## src/rtl/vga_pkg.sv

```systemverilog
// Shared VGA pixel-interface types: default active geometry, the {b,g,r} pixel
// word used by the display controller, and the capture FSM states.
package vga_pkg;

   localparam int H_ACTIVE_DEF = 640;
   localparam int V_ACTIVE_DEF = 480;

   typedef struct packed {
      logic [7:0] b;
      logic [7:0] g;
      logic [7:0] r;
   } bgr_t;

   typedef enum logic [1:0] {
      ST_SEEK   = 2'd0,
      ST_ARMED  = 2'd1,
      ST_ACTIVE = 2'd2
   } vga_state_e;

   // Debug view of the capture block: FSM state plus the registered HS edge.
   typedef struct packed {
      vga_state_e state;
      logic       hs_fall;
   } vga_dbg_t;

endpackage

```

## src/rtl/vga_timing_meas.sv

```systemverilog
// Line/frame measurement for the capture path: active pixel count per line,
// line count per frame, conformance of each frame and the lock counter.
module vga_timing_meas
   import vga_pkg::*;
#(
   parameter int H_ACTIVE    = H_ACTIVE_DEF,
   parameter int V_ACTIVE    = V_ACTIVE_DEF,
   parameter int LOCK_FRAMES = 2
) (
   input  logic        clk,
   input  logic        i_rst,
   input  logic        pixel_i,
   input  logic        line_end_i,
   input  logic        frame_end_i,
   input  logic        frame_clr_i,
   input  logic        blank_low_i,
   output logic [9:0]  row_o,
   output logic [11:0] h_meas_o,
   output logic [9:0]  v_meas_o,
   output logic        frame_done_o,
   output logic        frame_ok_o,
   output logic        locked_o
);

   localparam logic [11:0] H_REQ    = 12'(H_ACTIVE);
   localparam logic [9:0]  V_REQ    = 10'(V_ACTIVE);
   localparam logic [3:0]  LOCK_REQ = 4'(LOCK_FRAMES);

   logic [11:0] h_cnt_q, h_cnt_d;
   logic [9:0]  row_q, row_d;
   logic        line_bad_q, line_bad_d;
   logic [11:0] h_meas_q, h_meas_d;
   logic [9:0]  v_meas_q, v_meas_d;
   logic        done_q, done_d;
   logic        ok_q, ok_d;
   logic [3:0]  lock_cnt_q, lock_cnt_d;
   logic        locked_q, locked_d;
   logic [9:0]  row_le;
   logic        bad_le;

   always_comb begin
      h_cnt_d    = h_cnt_q;
      row_d      = row_q;
      line_bad_d = line_bad_q;
      h_meas_d   = h_meas_q;
      v_meas_d   = v_meas_q;
      done_d     = 1'b0;
      ok_d       = ok_q;
      lock_cnt_d = lock_cnt_q;
      locked_d   = locked_q;
      row_le     = row_q;
      bad_le     = line_bad_q;

      if (pixel_i && (h_cnt_q != 12'hFFF)) h_cnt_d = h_cnt_q + 12'd1;

      // A line end coinciding with the frame end is folded in first, so the
      // frame verdict below sees the updated row count and line status.
      if (line_end_i) begin
         h_meas_d = h_cnt_q;
         h_cnt_d  = 12'd0;
         if (row_q != 10'h3FF) row_le = row_q + 10'd1;
         bad_le     = line_bad_q | (h_cnt_q != H_REQ);
         row_d      = row_le;
         line_bad_d = bad_le;
      end

      if (frame_end_i) begin
         v_meas_d = row_le;
         done_d   = 1'b1;
         ok_d     = !bad_le && (row_le == V_REQ) && blank_low_i;
      end

      // A partial line cut by VS is dropped from measurement here.
      if (frame_clr_i) begin
         row_d      = 10'd0;
         line_bad_d = 1'b0;
         h_cnt_d    = 12'd0;
      end

      if (done_q) begin
         if (ok_q) begin
            if (lock_cnt_q != 4'hF) lock_cnt_d = lock_cnt_q + 4'd1;
            locked_d = (({1'b0, lock_cnt_q} + 5'd1) >= {1'b0, LOCK_REQ});
         end else begin
            lock_cnt_d = 4'd0;
            locked_d   = 1'b0;
         end
      end
   end

   always_ff @(posedge clk or negedge i_rst) begin
      if (!i_rst) begin
         h_cnt_q    <= '0;
         row_q      <= '0;
         line_bad_q <= 1'b0;
         h_meas_q   <= '0;
         v_meas_q   <= '0;
         done_q     <= 1'b0;
         ok_q       <= 1'b0;
         lock_cnt_q <= '0;
         locked_q   <= 1'b0;
      end else begin
         h_cnt_q    <= h_cnt_d;
         row_q      <= row_d;
         line_bad_q <= line_bad_d;
         h_meas_q   <= h_meas_d;
         v_meas_q   <= v_meas_d;
         done_q     <= done_d;
         ok_q       <= ok_d;
         lock_cnt_q <= lock_cnt_d;
         locked_q   <= locked_d;
      end
   end

   assign row_o        = row_q;
   assign h_meas_o     = h_meas_q;
   assign v_meas_o     = v_meas_q;
   assign frame_done_o = done_q;
   assign frame_ok_o   = ok_q;
   assign locked_o     = locked_q;

endmodule

```

## src/rtl/vga_stream_capture.sv

```systemverilog
// VGA stream sink: registers the incoming pixel stream, follows frames with a
// SEEK/ARMED/ACTIVE FSM and turns active pixels into frame-RAM writes.
module vga_stream_capture
   import vga_pkg::*;
#(
   parameter int H_ACTIVE    = H_ACTIVE_DEF,
   parameter int V_ACTIVE    = V_ACTIVE_DEF,
   parameter int LOCK_FRAMES = 2,
   parameter int ADDR_W      = 19
) (
   input  logic              clk,
   input  logic              i_rst,
   input  logic              i_hs,
   input  logic              i_vs,
   input  logic              i_blank_n,
   input  logic [7:0]        i_b,
   input  logic [7:0]        i_g,
   input  logic [7:0]        i_r,
   output logic              o_wr_en,
   output logic [ADDR_W-1:0] o_wr_addr,
   output logic [23:0]       o_wr_data,
   output logic [9:0]        o_row,
   output logic [9:0]        o_col,
   output logic              o_frame_done,
   output logic              o_frame_ok,
   output logic [11:0]       o_h_meas,
   output logic [9:0]        o_v_meas,
   output logic              o_locked,
   output vga_dbg_t          o_dbg
);

   localparam logic [9:0]        H_LIM  = 10'(H_ACTIVE);
   localparam logic [9:0]        V_LIM  = 10'(V_ACTIVE);
   localparam logic [ADDR_W-1:0] H_STEP = ADDR_W'(H_ACTIVE);

   logic        hs_q, vs_q, blank_q;
   logic        hs_prev_q, vs_prev_q, blank_prev_q;
   bgr_t        pix_q;

   vga_state_e        state_q, state_d;
   logic [9:0]        col_q, col_d;
   logic [ADDR_W-1:0] addr_q, addr_d;
   logic [ADDR_W-1:0] base_q, base_d;

   logic              wr_en_q;
   logic [ADDR_W-1:0] wr_addr_q;
   bgr_t              wr_data_q;
   logic [9:0]        wr_row_q, wr_col_q;

   logic       vs_fall, hs_fall, blank_rise, blank_fall;
   logic       frame_end, line_end, pixel, wr_ok;
   logic [9:0] meas_row;

   // Stage 1: every input is registered; edges compare against the prior sample.
   always_ff @(posedge clk or negedge i_rst) begin
      if (!i_rst) begin
         hs_q         <= 1'b1;
         vs_q         <= 1'b1;
         blank_q      <= 1'b0;
         pix_q        <= '0;
         hs_prev_q    <= 1'b1;
         vs_prev_q    <= 1'b1;
         blank_prev_q <= 1'b0;
      end else begin
         hs_q         <= i_hs;
         vs_q         <= i_vs;
         blank_q      <= i_blank_n;
         pix_q        <= '{b: i_b, g: i_g, r: i_r};
         hs_prev_q    <= hs_q;
         vs_prev_q    <= vs_q;
         blank_prev_q <= blank_q;
      end
   end

   always_comb begin
      vs_fall    = vs_prev_q & ~vs_q;
      hs_fall    = hs_prev_q & ~hs_q;
      blank_rise = ~blank_prev_q & blank_q;
      blank_fall = blank_prev_q & ~blank_q;
      frame_end  = vs_fall && (state_q != ST_SEEK);
      line_end   = blank_fall && (state_q == ST_ACTIVE);
      // VS wins over a pixel in the same cycle: that cycle belongs to no line.
      pixel      = blank_q && !vs_fall &&
                   ((state_q == ST_ACTIVE) || ((state_q == ST_ARMED) && blank_rise));
      wr_ok      = pixel && (col_q < H_LIM) && (meas_row < V_LIM);
   end

   always_comb begin
      state_d = state_q;
      case (state_q)
         ST_SEEK:   if (vs_fall) state_d = ST_ARMED;
         ST_ARMED:  if (!vs_fall && blank_rise) state_d = ST_ACTIVE;
         ST_ACTIVE: if (vs_fall) state_d = ST_ARMED;
         default:   state_d = ST_SEEK;
      endcase
   end

   // Address is kept as line base + column so short lines cannot skew later rows.
   always_comb begin
      col_d  = col_q;
      addr_d = addr_q;
      base_d = base_q;
      if (wr_ok) begin
         col_d  = col_q + 10'd1;
         addr_d = addr_q + ADDR_W'(1);
      end
      if (line_end) begin
         col_d = 10'd0;
         if (meas_row < V_LIM) base_d = base_q + H_STEP;
         addr_d = base_d;
      end
      if (vs_fall) begin
         col_d  = 10'd0;
         addr_d = '0;
         base_d = '0;
      end
   end

   always_ff @(posedge clk or negedge i_rst) begin
      if (!i_rst) begin
         state_q   <= ST_SEEK;
         col_q     <= '0;
         addr_q    <= '0;
         base_q    <= '0;
         wr_en_q   <= 1'b0;
         wr_addr_q <= '0;
         wr_data_q <= '0;
         wr_row_q  <= '0;
         wr_col_q  <= '0;
      end else begin
         state_q <= state_d;
         col_q   <= col_d;
         addr_q  <= addr_d;
         base_q  <= base_d;
         wr_en_q <= wr_ok;
         if (wr_ok) begin
            wr_addr_q <= addr_q;
            wr_data_q <= pix_q;
            wr_row_q  <= meas_row;
            wr_col_q  <= col_q;
         end
      end
   end

   vga_timing_meas #(
      .H_ACTIVE    (H_ACTIVE),
      .V_ACTIVE    (V_ACTIVE),
      .LOCK_FRAMES (LOCK_FRAMES)
   ) u_meas (
      .clk          (clk),
      .i_rst        (i_rst),
      .pixel_i      (pixel),
      .line_end_i   (line_end),
      .frame_end_i  (frame_end),
      .frame_clr_i  (vs_fall),
      .blank_low_i  (~blank_q),
      .row_o        (meas_row),
      .h_meas_o     (o_h_meas),
      .v_meas_o     (o_v_meas),
      .frame_done_o (o_frame_done),
      .frame_ok_o   (o_frame_ok),
      .locked_o     (o_locked)
   );

   assign o_wr_en       = wr_en_q;
   assign o_wr_addr     = wr_addr_q;
   assign o_wr_data     = wr_data_q;
   assign o_row         = wr_row_q;
   assign o_col         = wr_col_q;
   assign o_dbg.state   = state_q;
   assign o_dbg.hs_fall = hs_fall;

endmodule

```

## config.mk

```make
export PLATFORM = sky130hd
export DESIGN_NAME = vga_stream_capture
export DESIGN_NICKNAME = d
export VERILOG_FILES = /design/src/rtl/vga_pkg.sv /design/src/rtl/vga_timing_meas.sv /design/src/rtl/vga_stream_capture.sv
export SDC_FILE = /design/constraint.sdc
export NUM_CORES = 1
export LEC_CHECK = 0
export ABC_AREA = 1
export BUFFER_PORTS_ARGS = -buffer_cell sky130_fd_sc_hd__buf_2
export CAP_MARGIN = 20
export CELL_PAD_IN_SITES_DETAIL_PLACEMENT = 1
export CELL_PAD_IN_SITES_GLOBAL_PLACEMENT = 2
export CORE_MARGIN = 5
export CORE_UTILIZATION = 37
export DETAILED_ROUTE_END_ITERATION = 16
export GPL_ROUTABILITY_DRIVEN = 0
export HOLD_SLACK_MARGIN = 0.08
export PLACE_DENSITY_LB_ADDON = 0.1
export SLEW_MARGIN = 5
export SYNTH_ARGS = -nofsm -noshare
export SYNTH_HDL_FRONTEND = slang
export SYNTH_SLANG_ARGS = --single-unit
```

## constraint.sdc

```tcl
create_clock -name clk -period 3.8 [get_ports clk]
set_input_delay 0 -clock clk [delete_from_list [all_inputs] [get_ports clk]]
set_output_delay 0 -clock clk [all_outputs]
set_load 0.05 [all_outputs]
```

**Word-level counts from Yosys, hierarchy flattened**

Index checks and enable logic that the tools add are counted.

- Register bits: 196
- Output and inout port bits: 92
- Word-level logic and storage cells: 104

- $add $sub $neg: 7
- $lt $le $gt $ge: 3
- Equality and inequality tests: 10
- Multiplexer cells: 24
- Bitwise gates (word level): 9
- Reduce and logical (&&, ||, !) cells: 22

Operator list:

| cell | count |
|---|---|
| 2-to-1 mux 19 bit | 6 |
| 2-to-1 mux 10 bit | 6 |
| 2-to-1 mux 12 bit | 3 |
| adder 10 x 1 -> 10 bit (second input constant) | 2 |
| adder 19 x 1 -> 19 bit (second input constant) | 1 |
| adder 19 x 10 -> 19 bit (second input constant) | 1 |
| adder 12 x 1 -> 12 bit (second input constant) | 1 |
| inequality test 12 x 10 -> 1 bit (second input constant) | 1 |
| inequality test 12 bit (second input constant) | 1 |
| logical AND 1 bit | 11 |
| == test 10 x 9 -> 1 bit (second input constant) | 1 |
| less-than comparator 10 bit (second input constant) | 1 |
| less-than comparator 10 x 9 -> 1 bit (second input constant) | 1 |
| inequality test 10 bit (second input constant) | 1 |
| 2-to-1 mux 4 bit | 2 |
| nonzero test 3 bit | 2 |
| adder 4 x 1 -> 5 bit (second input constant) | 1 |
| greater-or-equal comparator 5 x 2 -> 1 bit (second input constant) | 1 |
| adder 4 x 1 -> 4 bit (second input constant) | 1 |
| bitwise AND 1 bit | 4 |
| 2-to-1 mux 1 bit | 4 |
| 2-to-1 mux 2 bit | 2 |
| inequality test 2 x 1 -> 1 bit (second input constant) | 2 |
| inequality test 4 bit (second input constant) | 1 |
| other kinds (12) | 18 |

**Depth between registers and ports, before layout**

Gate-level depths: netlist of run 1.

- Depth in word-level cells: 10
- Mapped depth: 12
- Gate-level depth less buffers: 12

**Hierarchy**

Synthesis of run 1 repeated with hierarchy kept, for this count alone.

- Cells, all modules: 1,004
- Area total of the unflattened synthesis: 8,391.8 um^2

By module, submodules not included:

| module | times used | cells an instance | area an instance (um^2) |
|---|---|---|---|
| vga_stream_capture | 1 | 669 | 5,766.8 |
| vga_timing_meas | 1 | 335 | 2,625.0 |

**Worst setup path after synthesis of run 1**

OpenSTA, ideal clock, no wires.

- Path type: reg2reg
- From: register state_q[0]
- To: register wr_col_q[9] (netlist: o_col[9])
- Arrival: 1,730 ps
- Data required time: 3,681 ps
- Path slack: 1,950 ps
- Cell stages (with the launch flop): 12
- Path buffers: 2
- Period minus slack after synthesis: 1,850 ps
- Cells stage by stage: dfrtp_1 > inv_2 > nor2_1 > nand2_1 > nand2_1 > nand3_1 > nor2_4 > inv_2 > buf_6 > buf_2 > nand2_1 > nand2_1

- Cells in the longest elaborated chain, start to end: 6
- Elaborated cells between the ends (all ways): 7
- Those cells by class: 2 x eq/ne; 5 x reduce/logical

RTL lines:

| element | RTL line | text |
|---|---|---|
| start, declared | vga_stream_capture.sv:40 | `vga_state_e state_q, state_d;` |
| start signal, assigned | vga_stream_capture.sv:131 | `state_q <= state_d;` |
| == test 2 x 1 -> 1 bit | vga_stream_capture.sv:84 | `((state_q == ST_ACTIVE) \|\| ((state_q == ST_ARMED) && blank_rise));` |
| logical AND 1 bit | vga_stream_capture.sv:84 |  |
| logical OR 1 bit (*) | vga_stream_capture.sv:84 |  |
| logical AND 1 bit (*) | vga_stream_capture.sv:83 | `pixel = blank_q && !vs_fall &&` |
| logical AND 1 bit (*) (2 in series) | vga_stream_capture.sv:85 | `wr_ok = pixel && (col_q < H_LIM) && (meas_row < V_LIM);` |
| end signal, assigned | vga_stream_capture.sv:140 | `wr_col_q <= col_q;` |
| end, declared | vga_stream_capture.sv:48 | `logic [9:0] wr_row_q, wr_col_q;` |

Every way passes the cells marked *; elsewhere a longest branch is shown, timed or not.
A chain may end at the register's enable or synchronous reset.

**Worst setup path in the final report of run 1**

- From: register vs_q
- To: register col_q[6]

- Cells in the longest elaborated chain, start to end: 8
- Elaborated cells between the ends (all ways): 9
- Those cells by class: 1 x mux; 2 x bitwise; 6 x reduce/logical

RTL lines:

| element | RTL line | text |
|---|---|---|
| start, declared | vga_stream_capture.sv:36 | `logic hs_q, vs_q, blank_q;` |
| start signal, assigned | vga_stream_capture.sv:66 | `vs_q <= i_vs;` |
| inverter 1 bit (*) | vga_stream_capture.sv:76 | `vs_fall = vs_prev_q & ~vs_q;` |
| bitwise AND 1 bit (*) | vga_stream_capture.sv:76 |  |
| zero test 1 bit | vga_stream_capture.sv:83 |  |
| logical AND 1 bit (2 in series) | vga_stream_capture.sv:83 |  |
| logical AND 1 bit (2 in series) | vga_stream_capture.sv:85 |  |
| nonzero test 3 bit (no source line) | - |  |
| end signal, assigned | vga_stream_capture.sv:132 | `col_q <= col_d;` |
| end, declared | vga_stream_capture.sv:41 | `logic [9:0] col_q, col_d;` |

Marked as above.

==> metrics.md, run 1 <==
| Metric | Value |
|---|---|
| Clk slew on worst S/H paths | `approximately 0.080 ns` |
| Critical-path top delay cell | `dfstp_2` |
| Hold crit path type | `input pin to flip-flop` |
| Sequential fraction of the synthesis area | `0.573` |
| CP Launch Type | `flip-flop` |
| Final setup vio count | `0` |
| Buf/Inv on CP | `3` |
| Sink Count | `around 190` |
| WHS | `a little over 0.2 ns` |
| Port bufs | `between 100 and 150` |
| Die W | `~160 um` |
| RSZ-0062 raised after global routing | `no` |
| Max Transition Viols Final | `0` |
| Root buffer cell | `clkbuf_16` |
| CP delay by family, top | `buffers and inverters` |
| Cell variety after synth | `37` |
| Gr usage total | `0.174` |
| Synth Cell Area | `roughly 8300 um2` |
| Die Ht | `159 um` |
| Site row count | `54` |
| Post-Syn Area per Cell | `8.62 um2` |
| Final Cycle Share | `0.718` |
| Post-synthesis cell count | `approximately 960` |
| Reg2reg start | `vs_q` |
| 1st-iter DRT viols | `between 200 and 300` |
| R2R Setup Slk | `about 1.1 ns` |
| Critical path startpoint | `vs_q` |
| Slowest stage delay, CP | `0.56 ns` |
| Final hold vios | `0` |
| Number of nets produced by synthesis | `995` |
| Routed met1 length | `~10 mm` |
| Final Skew | `around 0.012 ns` |
| Max_cap viols | `0` |
| Crit path depth | `8` |
| Leak | `roughly 5.0 nW` |
| Initial Utilization | `0.377` |
| End of the critical path | `col_q[6]` |
| Routed len/inst | `15.5 um` |
| GRT overflow | `0` |
| Initial antenna violation count | `0` |
| Uppermost layer routed | `met4` |
| # diodes | `0` |
| Worst slew pin tran | `between 0.9 and 1 ns` |
| Pwr dens | `619 nW/um2` |
| CTS H-tree depth | `4` |
| Fillcell total | `around 2700` |
| DRC Markers | `0` |
| Core area | `21900 um2` |
| Synth Register Bits | `roughly 190` |
| TritonCTS Buffers | `17` |
| Max VDD drop | `0.000280 V` |
| Worst-path fanout max | `25` |
| Drt first pass iters | `5` |
| Drt total wl | `between 20 and 25 mm` |
| Met2 wire len | `just over 10 mm` |
| DP HPWL | `15.2 mm` |
| IO Pins | `approximately 120` |
| Cell taking the most area after synthesis | `dfrtp_1` |
| Fmax achieved | `between 0.3 and 0.4 GHz` |
| Final Critical Period | `roughly 2.7 ns` |
| Crit path DAT | `slightly above 3 ns` |
| Status | `completed` |
| Share of post-route cells with drive strength above 1 | `0.163` |
| Vias in the first global route | `just over 7000` |
| Register area | `around 4700 um2` |
| Setup TNS | `0 ns` |
| Worst slew margin | `0.400` |
| Critical Path RT | `just over 4 ns` |
| Synth area leaders | `dfrtp_1 (56%), nand2_1 (13%), o21ai_0 (4.7%)` |
| Met3 WL post-DR | `roughly 630 um` |
| Global-route wire length before repair | `around 37 mm` |
| Critical R2R Capture | `col_q[6]` |
| CP Cell Sequence | `nor2_4 > inv_2 > nand3_1 > nor2_4 > inv_2 > buf_4 > o21ai_0 > nor2_1` |
| Maximum buffer depth of the clock tree | `2` |
| Share of the synthesized area in the top cell type | `0.560` |
| Multi-input logic area | `approximately 3000 um2` |
| Vias per Instance | `slightly below 5` |
| CTS tree | `done` |
| Detailed-route via count | `about 6800` |
| Die area | `between 20000 and 30000 um2` |
| Critical path type | `flip-flop to flip-flop` |
| Yosys warning count | `0` |
| Largest net degree at the start of global routing | `approximately 110` |
| Area growth, synth to finish | `21.0%` |
| Antenna Nets Post-Route | `0` |
| Worst skew pair latency | `~0.43 ns` |
| Nets | `1137` |
| Reg2reg path depth | `8` |
| CP endpoint kind | `flip-flop` |
-- layout by cell type, fill, tap and decap left out, types with 2 or more instances in the layout --
master           n
nor3_1          18
nor2_4           5
buf_4            8
a21oi_1         36
inv_8            2
bufinv_16        3
nor2_2           2
o21ai_0         78
nand3_2          2
ha_1             8
dfstp_2          4
nand2_1        296
a21oi_2          2
o211ai_1         5
nand3_1         65
nand4_1         13
dlygate4sd3_1   28
o22ai_1          2
nor2_1          71
xor2_1           8
o21ai_1         12
buf_2          119
nand3b_1         3
clkinv_2         3
dfrtp_1        185
inv_2            4
o21a_1           3
clkbuf_16       17
inv_1           88
inv_6            5
a31oi_1          5
-- worst min-delay path by stage --
stage                         start         to  slack, ns  cells past startpoint
final                          i_hs       hs_q       0.21                      2
after CTS                      i_hs       hs_q       0.19                      2
after global placement       i_r[7]   pix_q[7]       0.11                      1
after global routing      i_blank_n    blank_q       0.20                      2
after floorplan               i_rst  addr_q[0]      -0.30                      0
after detailed placement       i_vs       vs_q       0.11                      1
-- cell usage after synthesis, drive strengths merged --
cell,number
a22o,1
nand4,13
a211oi,1
nand3b,3
a21oi,38
nor3b,1
dfstp,4
buf,20
nand2,296
nor3,19
o211ai,5
o22ai,2
nor2,78
a31oi,5
xnor2,1
o21bai,1
o21a,3
inv,92
nand3,67
ha,8
o211a,1
o31ai,1
o21ai,91
xor2,8
dfrtp,185
clkbuf,14
-- layer usage --
metal | up-vias | track usage
met5 | - | 0
met4 | 0 | 0.0337
met3 | 15 | 0.0347
met2 | 98 | 0.294
met1 | 3289 | 0.235
li1 | 3366 | -
-- cells by family after synthesis --
kind of cell             Yosys count  share of synthesized area
XOR/XNOR                           9                    0.00954
AND/OR/NAND/NOR                  477                      0.243
buffers and inverters            126                     0.0656
flip-flops                       189                      0.573
AO/OA/AOI/OAI                    149                     0.0971
adder cells (fa/ha/maj)            8                     0.0121
-- what timing repair did --
item                      CTS  global route
hold buffers               28             0
hold endpoints to repair  127             0
gates resized for setup     0             0
buffers inserted            0             0
-- worst register-to-register path: cells and delay by family (launching register included) --
family,cells,cell delay [ns]
AND/OR/NAND/NOR,4,0.87
buffers and inverters,3,1.01
AO/OA/AOI/OAI,1,0.18
flip-flops,1,0.56
-- final cells by class --
| cell class | instances | share of cell area |
|---|---|---|
| multi-input cells | 643 | 0.299 |
| clock buffers | 18 | 0.0430 |
| inverters | 92 | 0.0346 |
| clock inverters | 14 | 0.0179 |
| well taps | 280 | 0.0351 |
| flip-flops and latches | 189 | 0.474 |
| repair buffers | 157 | 0.0970 |
-- flip-flops by register name (all words and copies together) (netlist names), 2 cells and up --
register           cells
pix_q                 24
u_meas.h_meas_o       12
u_meas.row_o          10
o_col                 10
o_wr_data             24
col_q                 10
u_meas.v_meas_o       10
u_meas.h_cnt_q        12
state_q                2
u_meas.lock_cnt_q      4
addr_q                19
base_q                12
o_wr_addr             19
o_row                 10
-- where the power goes --
group	switching [mW]	total, mW	internal (mW)
clock	0.825	1.88	1.05
sequential	0.219	2.55	2.33
combinational	1.37	1.76	0.397
total	2.41	6.19	3.78
-- stage by stage --
stage	total power [mW]	std cells	cell area, um2	utilization	setup slack (ns)
5_1_grt	6.54	1393	9990	0.456	0.828
4_1_cts	6.29	1393	9990	0.456	0.998
3_5_place_dp	4.36	1333	9100	0.416	1.01
6_report	6.19	1393	9990	0.456	1.07
3_3_place_gp	4.33	1333	9100	0.416	1.03
2_1_floorplan	3.86	958	8260	-	1.95
No activity file was read; power rests on OpenSTA's default activity.
==> run 2: changes to the inputs <==
CORE_UTILIZATION = 31   (was 37)
clock period = 2.5 ns   (was 3.8 ns; I/O delays follow)
==> run 2 against run 1 <==
Compared with the run above:
- clock skew is 0.0040 ns higher
- setup slack got worse by 0.60 ns
- combinational power increased by 55%
- critical endpoint is now addr_q[4]
- cell count up 4.7%
==> metrics.md, run 2 (synthesized netlist as in run 1, its figures left out) <==
| Metric | Value |
|---|---|
| Critical path type | `flip-flop to flip-flop` |
| Antenna Nets Post-Route | `0` |
| Max VDD drop | `between 0.0004 and 0.0005 V` |
| Maximum buffer depth of the clock tree | `2` |
| Largest net degree at the start of global routing | `74` |
| Root buffer cell | `clkbuf_16` |
| Share of post-route cells with drive strength above 1 | `0.172` |
| Worst slew pin tran | `0.674 ns` |
| CP Cell Sequence | `inv_2 > nand2_1 > nor2_2 > nor2_4 > inv_1 > nor2_4 > inv_2 > a21oi_1 > nor2_1` |
| TritonCTS Buffers | `17` |
| Final Skew | `approximately 0.016 ns` |
| Routed len/inst | `between 15 and 20 um` |
| Status | `completed` |
| DP HPWL | `about 16 mm` |
| Initial antenna violation count | `0` |
| Fmax achieved | `between 0.4 and 0.5 GHz` |
| Pwr dens | `927 nW/um2` |
| Final setup vio count | `0` |
| Crit path DAT | `2.35 ns` |
| Vias in the first global route | `7034` |
| Placed cells | `~1400` |
| Buf/Inv on CP | `3` |
| Gr usage total | `0.153` |
| Port bufs | `120` |
| CP endpoint kind | `flip-flop` |
| R2R Setup Slk | `roughly 0.47 ns` |
| RSZ-0062 raised after global routing | `no` |
| Clk slew on worst S/H paths | `~0.080 ns` |
| GRT overflow | `0` |
| # diodes | `0` |
| Worst-path fanout max | `16` |
| Sink Count | `~190` |
| Vias per Instance | `around 4.6` |
| IO Pins | `121` |
| Slowest stage delay, CP | `0.41 ns` |
| Setup TNS | `0 ns` |
| Critical Path RT | `approximately 2.8 ns` |
| Non-Filler Instances | `roughly 1500` |
| Hold crit path type | `input pin to asynchronous set/reset pin` |
| Crit path depth | `9` |
| Drt first pass iters | `4` |
| Critical path startpoint | `state_q[0]` |
| Reg2reg path depth | `9` |
| Die area | `~30000 um2` |
| Core area | `about 26000 um2` |
| CTS H-tree depth | `4` |
| DRC Markers | `0` |
| Global-route wire length before repair | `37.8 mm` |
| CP Launch Type | `flip-flop` |
| CP delay by family, top | `simple AND/OR/NAND/NOR gates` |
| Die W | `173 um` |
| Fillcell total | `~3200` |
| Max Transition Viols Final | `0` |
| Max_cap viols | `0` |
| Core Util, Final | `0.389` |
| Worst skew pair latency | `roughly 0.44 ns` |
| CTS tree | `done` |
| Initial Utilization | `0.316` |
| Final hold vios | `0` |
| Site row count | `just under 60` |
| Most frequent cells in the layout | `nand2_1 (296), dfrtp_1 (185), buf_2 (119), inv_1 (88), o21ai_0 (78)` |
| Critical-path top delay cell | `nor2_4` |
| Leak | `just over 5 nW` |
| Nets | `1148` |
| Detailed-route via count | `between 6000 and 7000` |
| Most common cell after layout, fill and taps aside | `nand2_1` |
| Post-CTS sizing | `0` |
| Die Ht | `about 170 um` |
| Drt total wl | `between 20 and 25 mm` |
| Critical R2R Capture | `addr_q[4]` |
| Final Cycle Share | `0.813` |
| End of the critical path | `addr_q[4]` |
| 1st-iter DRT viols | `350` |
| Area growth, synth to finish | `23.1%` |
| Final Critical Period | `2.03 ns` |
| Worst slew margin | `0.550` |
| Reg2reg start | `state_q[0]` |
run 2: final cells by class:
| class | instances | area [um2] | area share |
|---|---|---|---|
| timing repair buffer | 168 | 1060 | 0.105 |
| sequential | 189 | 4730 | 0.466 |
| clock buffer | 17 | 425 | 0.0419 |
| inverter | 92 | 345 | 0.0340 |
| tap | 335 | 419 | 0.0412 |
| multi-input combinational | 643 | 2980 | 0.294 |
| clock inverter | 15 | 191 | 0.0188 |
run 2: what timing repair did:
action | in CTS | in global routing
setup buffers | 0 | 0
hold buffers | 28 | 0
hold endpoints to repair | 101 | 0
run 2: worst min-delay path by stage:
stage            from  cells past startpoint  slack, ns            end
4_1_cts         i_rst                      2       0.17  o_wr_addr[11]
2_1_floorplan   i_rst                      0      -0.30      addr_q[0]
6_report        i_rst                      2       0.14  o_wr_addr[11]
3_3_place_gp    i_rst                      1       0.09  o_wr_addr[11]
3_5_place_dp    i_rst                      1       0.09  o_wr_addr[11]
5_1_grt        i_r[3]                      2       0.18       pix_q[3]
run 2: per-stage QoR:
| step | power (mW) | worst slack, ns | hold slack, ns | area, um2 |
|---|---|---|---|---|
| floorplan | 5.87 | 0.650 | -0.296 | 8260 |
| global placement | 6.62 | 0.506 | 0.0895 | 9270 |
| detailed placement | 6.66 | 0.436 | 0.0915 | 9270 |
| CTS | 9.61 | 0.418 | 0.167 | 10200 |
| global route | 9.97 | 0.254 | 0.183 | 10200 |
| finish | 9.42 | 0.467 | 0.141 | 10200 |
run 2: worst register-to-register path: stages (launching register included):
cell,delay [ns]
dfrtp_1,0.40
inv_2,0.06
nand2_1,0.14
nor2_2,0.09
nor2_4,0.22
inv_1,0.13
nor2_4,0.41
inv_2,0.24
a21oi_1,0.19
nor2_1,0.05
run 2: report_power, final:
part	total, mW	switching (mW)	internal (mW)
Combinational	2.73	2.11	0.626
Sequential	3.84	0.299	3.54
Clock	2.85	1.40	1.45
run 2: metal layers:
layer,GRT usage,share of wire
met1,0.205,0.49
met2,0.259,0.48
met3,0.0301,0.028
met4,0.0319,0.0079
met5,0,0
